===== config.mk =====
export PLATFORM = sky130hd
export DESIGN_NAME = gain_control
export DESIGN_NICKNAME = d
export VERILOG_FILES = /design/src/rtl/gain_control.sv
export SDC_FILE = /design/constraint.sdc
export NUM_CORES = 1
export LEC_CHECK = 0
export CAP_MARGIN = 10
export CORE_UTILIZATION = 50
export CTS_CLUSTER_SIZE = 14
export DETAILED_ROUTE_END_ITERATION = 12
export GPL_ROUTABILITY_DRIVEN = 1
export PLACE_DENSITY_LB_ADDON = 0.25
export SYNTH_ARGS = -nofsm -noshare
export SYNTH_HDL_FRONTEND = slang
export SYNTH_SLANG_ARGS = --single-unit

===== constraint.sdc =====
create_clock -name clk -period 2.81 [get_ports clk]
set_input_delay 0.281 -clock clk [delete_from_list [all_inputs] [get_ports clk]]
set_output_delay 0.281 -clock clk [all_outputs]
set_load 0.1 [all_outputs]

===== src/rtl/gain_control.sv =====
// Front-panel gain control: synchronises and debounces up/down/mute buttons and
// produces a saturating 4-bit signed amplifier gain code with hold-to-repeat.
module gain_control #(
  parameter int         DEBOUNCE_CYCLES = 500000,
  parameter int         REPEAT_DELAY    = 25000000,
  parameter int         REPEAT_PERIOD   = 5000000,
  parameter logic [3:0] INIT_GAIN       = 4'b0000
) (
  input  logic       clk,
  input  logic       reset_n,
  input  logic       btn_up,
  input  logic       btn_down,
  input  logic       btn_mute,
  output logic [3:0] gain,
  output logic       muted,
  output logic       step
);

  localparam int DB_W    = (DEBOUNCE_CYCLES > 1) ? $clog2(DEBOUNCE_CYCLES + 1) : 1;
  localparam int RPT_MAX = (REPEAT_DELAY > REPEAT_PERIOD) ? REPEAT_DELAY : REPEAT_PERIOD;
  localparam int RPT_W   = (RPT_MAX > 1) ? $clog2(RPT_MAX + 1) : 1;

  localparam logic [DB_W-1:0]  DB_LAST     = DB_W'(DEBOUNCE_CYCLES - 1);
  localparam logic [RPT_W-1:0] DELAY_LAST  = RPT_W'(REPEAT_DELAY - 1);
  localparam logic [RPT_W-1:0] PERIOD_LAST = RPT_W'(REPEAT_PERIOD - 1);

  localparam logic signed [3:0] LEVEL_MAX = 4'sd7;
  localparam logic signed [3:0] LEVEL_MIN = -4'sd7;
  localparam logic [3:0]        MUTE_CODE = 4'b1000;

  typedef enum logic [1:0] {
    IDLE,
    DELAY,
    REPEAT
  } rpt_state_t;

  // Bit 0 = up, bit 1 = down, bit 2 = mute.
  logic [2:0] btn_raw;
  logic [2:0] stable_vec;
  logic [2:0] stable_prev_reg;
  logic [2:0] press_vec;

  assign btn_raw = {btn_mute, btn_down, btn_up};

  genvar gi;
  generate
    for (gi = 0; gi < 3; gi++) begin : g_btn
      logic            sync1_reg;
      logic            sync2_reg;
      logic            stable_reg;
      logic [DB_W-1:0] db_cnt_reg;

      always_ff @(posedge clk) begin
        if (!reset_n) begin
          sync1_reg  <= 1'b0;
          sync2_reg  <= 1'b0;
          stable_reg <= 1'b0;
          db_cnt_reg <= '0;
        end else begin
          sync1_reg <= btn_raw[gi];
          sync2_reg <= sync1_reg;
          if (sync2_reg == stable_reg) begin
            db_cnt_reg <= '0;
          end else if (db_cnt_reg == DB_LAST) begin
            // Level has disagreed for DEBOUNCE_CYCLES samples in a row: accept it.
            stable_reg <= sync2_reg;
            db_cnt_reg <= '0;
          end else begin
            db_cnt_reg <= db_cnt_reg + 1'b1;
          end
        end
      end

      assign stable_vec[gi] = stable_reg;
      assign press_vec[gi]  = stable_reg & ~stable_prev_reg[gi];
    end
  endgenerate

  always_ff @(posedge clk) begin
    if (!reset_n) begin
      stable_prev_reg <= '0;
    end else begin
      stable_prev_reg <= stable_vec;
    end
  end

  logic up_stable, down_stable, both_high;
  logic up_press, down_press, mute_press;

  assign up_stable   = stable_vec[0];
  assign down_stable = stable_vec[1];
  assign both_high   = up_stable & down_stable;
  assign up_press    = press_vec[0];
  assign down_press  = press_vec[1];
  assign mute_press  = press_vec[2];

  rpt_state_t       state_reg, state_next;
  logic [RPT_W-1:0] rpt_cnt_reg, rpt_cnt_next;
  logic             dir_up_reg, dir_up_next;
  logic             step_req;
  logic             step_up;
  logic             active_held;
  logic             other_held;

  always_ff @(posedge clk) begin
    if (!reset_n) begin
      state_reg   <= IDLE;
      rpt_cnt_reg <= '0;
      dir_up_reg  <= 1'b0;
    end else begin
      state_reg   <= state_next;
      rpt_cnt_reg <= rpt_cnt_next;
      dir_up_reg  <= dir_up_next;
    end
  end

  always_comb begin
    state_next   = state_reg;
    rpt_cnt_next = rpt_cnt_reg;
    dir_up_next  = dir_up_reg;
    step_req     = 1'b0;
    step_up      = dir_up_reg;
    active_held  = dir_up_reg ? up_stable : down_stable;
    other_held   = dir_up_reg ? down_stable : up_stable;

    case (state_reg)
      IDLE: begin
        if (!both_high && (up_press || down_press)) begin
          step_req     = 1'b1;
          step_up      = up_press;
          dir_up_next  = up_press;
          state_next   = DELAY;
          rpt_cnt_next = '0;
        end
      end
      DELAY: begin
        if (!active_held || other_held) begin
          state_next   = IDLE;
          rpt_cnt_next = '0;
        end else if (rpt_cnt_reg == DELAY_LAST) begin
          step_req     = 1'b1;
          state_next   = REPEAT;
          rpt_cnt_next = '0;
        end else begin
          rpt_cnt_next = rpt_cnt_reg + 1'b1;
        end
      end
      REPEAT: begin
        if (!active_held || other_held) begin
          state_next   = IDLE;
          rpt_cnt_next = '0;
        end else if (rpt_cnt_reg == PERIOD_LAST) begin
          step_req     = 1'b1;
          rpt_cnt_next = '0;
        end else begin
          rpt_cnt_next = rpt_cnt_reg + 1'b1;
        end
      end
      default: begin
        state_next   = IDLE;
        rpt_cnt_next = '0;
      end
    endcase
  end

  logic signed [3:0] level_reg, level_next;
  logic              muted_reg, muted_next;
  logic [3:0]        gain_reg, gain_next;
  logic              step_reg, step_next;

  always_comb begin
    level_next = level_reg;
    muted_next = muted_reg;
    step_next  = 1'b0;

    if (mute_press) begin
      // A mute press in the same cycle as a step wins; the step is dropped.
      muted_next = ~muted_reg;
      step_next  = 1'b1;
    end else if (step_req) begin
      if (muted_reg) begin
        muted_next = 1'b0;
        step_next  = 1'b1;
      end else if (step_up) begin
        if (level_reg != LEVEL_MAX) begin
          level_next = level_reg + 4'sd1;
          step_next  = 1'b1;
        end
      end else begin
        if (level_reg != LEVEL_MIN) begin
          level_next = level_reg - 4'sd1;
          step_next  = 1'b1;
        end
      end
    end

    gain_next = muted_next ? MUTE_CODE : level_next;
  end

  always_ff @(posedge clk) begin
    if (!reset_n) begin
      level_reg <= INIT_GAIN;
      muted_reg <= 1'b0;
      gain_reg  <= INIT_GAIN;
      step_reg  <= 1'b0;
    end else begin
      level_reg <= level_next;
      muted_reg <= muted_next;
      gain_reg  <= gain_next;
      step_reg  <= step_next;
    end
  end

  assign gain  = gain_reg;
  assign muted = muted_reg;
  assign step  = step_reg;

endmodule


==> reports/metrics.csv, run 1 <==
stage;metric;value;unit
detailed_routing;drt drc;0;
synthesis;ys flop type;dfxtp_1;
setup_path;crit start category;register;
final_layout;Layout fillers;855;
die;Die W;100;µm
synthesis;top cells by count, synth;dfxtp_1 (107), nor2_1 (102), xor2_1 (48);
detailed_routing;vias;3734;
final_layout;share of cells above drive strength 1;0.0699;
timing;final setup vio count;0;
timing;final hold vios;0;
setup_path;reg-to-reg startpoint;rpt_cnt_reg[13];
timing;period utilisation layout;0.930;
timing;Final Skew;0.00639;ns
setup_path;critical path arrival;2.88;ns
flow_run;MaxCap Viol Count;0;
cts;clk buf depth;2;
final_layout;Antenna diodes;0;
die;I/O pins;11;
min_path;worst hold start;g_btn[2].sync1_reg;
cts;clock root buffer;clkbuf_8;
final_layout;Final #Nets;584;
synthesis;syn_nets;570;
cts;Num CTS Buffers;9;
cts;CTS tree;done;
synthesis;sequential-to-total area share from yosys stat;0.445;
cts;# clock sinks;107;
die;initial core utilization;0.518;
synthesis;asr flop ratio synth;0;
global_routing;gr ovfl total;0;
global_routing;largest net degree at the start of global routing;20;
timing;min cycle time layout;2.61;ns
die;Die H;100;µm
die;die area;0.0100;mm²
detailed_routing;wire length per cell;12.9;µm
synthesis;Post-synth EDFFs;0;
cts;clk_lat worst skew;0.37;ns
synthesis;unique cell type count in the Yosys netlist;52;
synthesis;Cells after Synth;554;
detailed_routing;final wirelength;9040;µm
global_routing;antenna violations before repair;0;
global_routing;vias in the first global route;3501;
synthesis;synth warn;0;
cts;htree depth;3;
power;Int Power;1.99;mW
synthesis;Synth Cell Area;0.00481;mm²
synthesis;#FFs+latches synth;107;
power;clock share of power;0.374;
detailed_routing;Initial DRC Count;133;
setup_path;worst r2r dst;gain[2];
min_path;Endpoint, Worst Hold;g_btn[2].sync2_reg;
setup_path;maximum fanout along the worst path;7;
timing;fin. max-slew vios;0;
status;status;finished clean;
power;Seq pwr share;0.597;
power;P_sw;0.575;mW
power;switch share;0.224;
cts;postcts setup bufs;0;
cts;Clock Pin Slew Worst Setup and Hold Paths;0.10;ns
final_layout;P&R area growth vs syn;9.63;%
min_path;Min-Delay Path Class;register to register;
timing;Fmax;383;MHz
setup_path;worst reg-to-reg path cell count;7;
synthesis;top-count cell post-synth;dfxtp_1;
timing;Rel. slew slack;0.459;
setup_path;critical path type;register to register;
global_routing;first-pass GRT wire length;15700;µm
placement;gpl congestion;0.813;
die;core area;0.00928;mm²
power;maximum VDD drop;0.365;mV
timing;Worst-Margin Slew;0.799;ns
detailed_routing;drt via density;5.33;
synthesis;Synth area leader;dfxtp_1;
die;Cell Rows;35;
min_path;WHS Path Cells;1;
synthesis;main area contributors after synthesis;dfxtp_1 (45%), xor2_1 (8.7%), nor2_1 (8.0%), xnor2_1 (4.4%), nand3_1 (3.9%);
placement;HPWL Detailed;6400;µm
power;Comb power frac;0.029;
global_routing;gr usage total;0.195;
timing;setup TNS;0;ns
synthesis;Syn Area/Cell;8.68;µm²
setup_path;worst reg2reg setup slack;0.20;ns
final_layout;max reg flops;57;
power;LEAKAGE;1.80;nW
power;pwr/cell area;486;mW/mm²
setup_path;Crit path required time;3.08;ns
synthesis;share of the synthesized area in the top cell type;0.445;
setup_path;Worst Setup End Kind;register;
detailed_routing;Detail Route Antenna Nets;0;
detailed_routing;Detailed Routing Iterations Pass 1;5;
timing;hold_ws;0.441;ns
placement;IO Port Bufs;10;
-- power by group through the flow --
stage	clock [mW]	combinational, mW	sequential (mW)
floorplan	0	0.0503	1.56
global placement	0	0.0719	1.57
detailed placement	0	0.0735	1.57
CTS	0.995	0.0738	1.53
global route	1.07	0.0837	1.53
finish	0.958	0.0738	1.53
-- repair_timing --
item | in CTS | in global routing
resized for setup | 0 | 4
hold buffers | 0 | 0
setup endpoints to repair | 0 | 2
-- layout by cell type (no fill, tap or decap), types with 3 or more instances in the layout --
| cell | netlist | routed |
|---|---|---|
| nor3_1 | 8 | 8 |
| inv_1 | 17 | 17 |
| nand4_1 | 18 | 18 |
| nor4b_1 | 3 | 3 |
| xnor2_1 | 24 | 24 |
| dfxtp_1 | 107 | 107 |
| o21ai_1 | 6 | 6 |
| a31oi_1 | 5 | 5 |
| nor3b_1 | 5 | 5 |
| mux2i_1 | 5 | 5 |
| clkbuf_8 | 0 | 10 |
| nor2b_1 | 5 | 5 |
| nand3_1 | 37 | 37 |
| nand2_1 | 36 | 36 |
| buf_4 | 0 | 14 |
| or3_1 | 10 | 10 |
| and2_1 | 12 | 12 |
| o21ai_0 | 9 | 9 |
| nor4bb_1 | 4 | 3 |
| ha_1 | 11 | 11 |
| a21oi_1 | 13 | 13 |
| clkdlybuf4s50_1 | 0 | 4 |
| and4_1 | 5 | 5 |
| nor2_1 | 102 | 102 |
| and3_1 | 12 | 12 |
| xor2_1 | 48 | 48 |
| nor4_1 | 4 | 4 |
-- worst max-delay path by stage --
stage / start / to / slack, ns
after floorplan: rpt_cnt_reg[13] / gain[0] / 0.35
after global placement: rpt_cnt_reg[13] / gain[2] / 0.26
after detailed placement: rpt_cnt_reg[0] / gain[2] / 0.08
after CTS: rpt_cnt_reg[0] / gain[2] / 0.03
after global routing: rpt_cnt_reg[0] / gain[0] / -0.02
final: rpt_cnt_reg[13] / gain[2] / 0.20
-- per-layer routing --
layer,vias to the layer above,track usage,share of wire
met3,16,0.0606,0.042
met1,1731,0.248,0.49
met2,63,0.317,0.46
li1,1924,-,-
met4,0,0.0613,0.015
met5,-,0,0
-- kinds of logic (layout without fill, tap and decap cells) --
family | Yosys count | count (layout) | share of synthesized area
compound gates | 52 | 52 | 0.0713
xor+xnor | 72 | 72 | 0.131
fa+ha+maj | 11 | 11 | 0.0286
buf+inv | 33 | 51 | 0.0263
flops | 107 | 107 | 0.445
mux | 7 | 7 | 0.0151
simple gates | 272 | 272 | 0.282
-- worst max-delay path, cell delays in order, from the launching register on --
cell and delay (ns):
dfxtp_1 0.35, or4_1 0.50, or4_1 0.46, nor3_2 0.21, o2111ai_2 0.17, buf_4 0.19
a211o_1 0.25, a2111oi_2 0.37
-- stage by stage --
stage / area, µm² / setup slack [ns] / power [mW] / instances / utilization
floorplan: 4810 / 0.351 / 1.62 / 554 / -
global placement: 5060 / 0.259 / 1.64 / 686 / 0.545
detailed placement: 5060 / 0.0785 / 1.64 / 686 / 0.545
CTS: 5260 / 0.0308 / 2.60 / 701 / 0.566
global route: 5270 / -0.0191 / 2.68 / 701 / 0.568
finish: 5270 / 0.197 / 2.56 / 701 / 0.568
-- layout make-up --
class	instances	area, µm²	area share
multi-input combinational	414	2560	0.485
clock inverter	5	60.1	0.0114
inverter	18	67.6	0.0128
timing repair buffer	18	145	0.0275
clock buffer	10	138	0.0261
sequential	107	2140	0.406
tap	129	161	0.0306
No activity file was read; power rests on OpenSTA's default activity.
==> inputs of run 2 (changes only) <==
GPL_ROUTABILITY_DRIVEN = 0   (was 1)
SLEW_MARGIN = 10   (was not set)
==> results of run 2 <==
Same layout as run 1: the final DEF is identical, and so are final timing and power.
==> inputs of run 3 (changes only) <==
CORE_UTILIZATION = 33   (was 50)
GPL_ROUTABILITY_DRIVEN = 1   (was 0)
==> run 3 against run 2 <==
Compared with the run above: global-route usage fell by 6.6 points; critical path depth shrank 1; first-iteration DRC count is 120% higher; count of clock-buffer cells in the layout stayed put; critical path type unchanged; largest power group unchanged.
==> reports/metrics.csv, run 3 (synthesis results as in run 1) <==
stage;metric;value;unit
cts;Num CTS Buffers;9;
timing;setup TNS;0;ns
power;maximum VDD drop;0.314;mV
setup_path;maximum fanout along the worst path;4;
placement;Placed Cells;740;
power;P_sw;0.616;mW
power;Seq pwr share;0.535;
placement;gpl congestion;0.770;
timing;period utilisation layout;0.906;
power;LEAKAGE;1.85;nW
cts;post-CTS sizing;0;
global_routing;antenna violations before repair;0;
min_path;WHS Path Cells;1;
timing;Fmax;393;MHz
setup_path;slowest stage delay, CP;0.52;ns
flow_run;MaxCap Viol Count;0;
die;core area;0.0140;mm²
global_routing;vias in the first global route;3418;
die;Die H;123;µm
final_layout;final std cells w/o fill;756;
setup_path;Worst Setup End Kind;register;
timing;fin. max-slew vios;0;
min_path;Endpoint, Worst Hold;g_btn[0].sync2_reg;
detailed_routing;vias;3720;
die;I/O pins;11;
setup_path;cell repeated most along the worst path;or4_1;
power;overall power;2.86;mW
die;Cell Rows;43;
timing;Rel. slew slack;0.583;
cts;Clock Pin Slew Worst Setup and Hold Paths;0.07;ns
placement;HPWL Detailed;6550;µm
detailed_routing;Detailed Routing Iterations Pass 1;4;
die;initial core utilization;0.343;
status;status;finished clean;
die;die area;0.0151;mm²
timing;Final Skew;0.00668;ns
detailed_routing;Initial DRC Count;293;
power;clock share of power;0.439;
global_routing;gr ovfl total;0;
final_layout;share of cells above drive strength 1;0.0694;
final_layout;Layout fillers;1419;
final_layout;max reg flops;57;
cts;clk_lat worst skew;0.35;ns
power;Comb power frac;0.025;
final_layout;P&R area growth vs syn;13.1;%
detailed_routing;drt drc;0;
timing;min cycle time layout;2.55;ns
die;Die W;123;µm
global_routing;first-pass GRT wire length;15500;µm
power;pwr/cell area;526;mW/mm²
setup_path;critical path arrival;2.80;ns
final_layout;most common cell after layout, fill and taps aside;dfxtp_1;
final_layout;most frequent cells in the layout;dfxtp_1 (107), nor2_1 (102), xor2_1 (48);
placement;pre-CTS setup slack;0.298;ns
setup_path;CP top delay family;simple AND/OR/NAND/NOR gates;
setup_path;reg-to-reg startpoint;rpt_cnt_reg[13];
placement;IO Port Bufs;10;
setup_path;Crit path required time;3.06;ns
timing;final hold vios;0;
setup_path;cells along the critical path;or4_1 > or4_1 > nor3_2 > o2111ai_2 > or3_1 > a2111oi_2;
timing;RSZ-0062 raised after global routing;false;
setup_path;worst reg-to-reg path cell count;6;
setup_path;WP buf/inv;0;
setup_path;worst reg2reg setup slack;0.26;ns
cts;clock root buffer;clkbuf_16;
timing;final setup vio count;0;
setup_path;critical path type;register to register;
global_routing;largest net degree at the start of global routing;21;
setup_path;slowest CP cell;or4_1;
cts;CTS tree;done;
global_routing;gr usage total;0.130;
final_layout;Final #Nets;587;
detailed_routing;final wirelength;9150;µm
detailed_routing;Detail Route Antenna Nets;0;
setup_path;crit start category;register;
detailed_routing;drt via density;4.92;
cts;postcts setup bufs;0;
timing;Worst-Margin Slew;0.620;ns
final_layout;Antenna diodes;0;
power;Int Power;2.24;mW
timing;worst setup slack after layout;0.264;ns
setup_path;Worst path depth;6;
power;switch share;0.216;
cts;hold buffers post-CTS;0;
cts;htree depth;3;
min_path;worst hold start;g_btn[0].sync1_reg;
setup_path;worst r2r dst;gain[0];
detailed_routing;wire length per cell;12.1;µm
cts;clk buf depth;2;
cts;# clock sinks;107;
min_path;Min-Delay Path Class;register to register;
==> run 3: changes by cell type in the layout (fill, tap and decap cells not counted), sizes merged <==
cell      delta
inv          -2
clkinvlp     +2
clkinv       +1
buf          +3
==> run 3: area by class of cell <==
| class | count | area (µm²) | share of cell area |
|---|---|---|---|
| flip-flops and latches | 107 | 2140 | 0.394 |
| multi-input cells | 414 | 2540 | 0.467 |
| clock buffers | 10 | 229 | 0.0421 |
| inverters | 18 | 67.6 | 0.0124 |
| clock inverters | 6 | 66.3 | 0.0122 |
| well taps | 180 | 225 | 0.0414 |
| repair buffers | 21 | 168 | 0.0308 |
==> run 3: per-stage QoR <==
step	utilization	hold slack, ns	instance area [µm²]
floorplan	-	0.408	4810
global placement	0.366	0.418	5140
detailed placement	0.366	0.424	5140
CTS	0.387	0.441	5440
global route	0.387	0.456	5440
finish	0.387	0.436	5440
==> run 3: power groups by stage <==
stage | combinational [mW] | sequential, mW | clock [mW]
final | 0.0728 | 1.53 | 1.26
after global routing | 0.0824 | 1.53 | 1.35
after CTS | 0.0749 | 1.53 | 1.29
after detailed placement | 0.0743 | 1.57 | 0
after global placement | 0.0726 | 1.57 | 0
after floorplan | 0.0503 | 1.56 | 0
==> run 3: layer usage <==
| layer | vias up | part of all wire | track usage |
|---|---|---|---|
| li1 | 1919 | - | - |
| met1 | 1741 | 0.50 | 0.165 |
| met2 | 46 | 0.45 | 0.209 |
| met3 | 14 | 0.029 | 0.0256 |
| met4 | 0 | 0.022 | 0.0602 |
| met5 | - | 0 | 0 |
==> run 3: worst max-delay path by stage <==
stage	start	to	slack (ns)
after floorplan	rpt_cnt_reg[13]	gain[0]	0.35
after global placement	rpt_cnt_reg[13]	gain[0]	0.30
after detailed placement	rpt_cnt_reg[0]	gain[0]	0.30
after CTS	rpt_cnt_reg[13]	gain[0]	0.27
after global routing	rpt_cnt_reg[0]	gain[0]	0.04
final	rpt_cnt_reg[13]	gain[0]	0.26
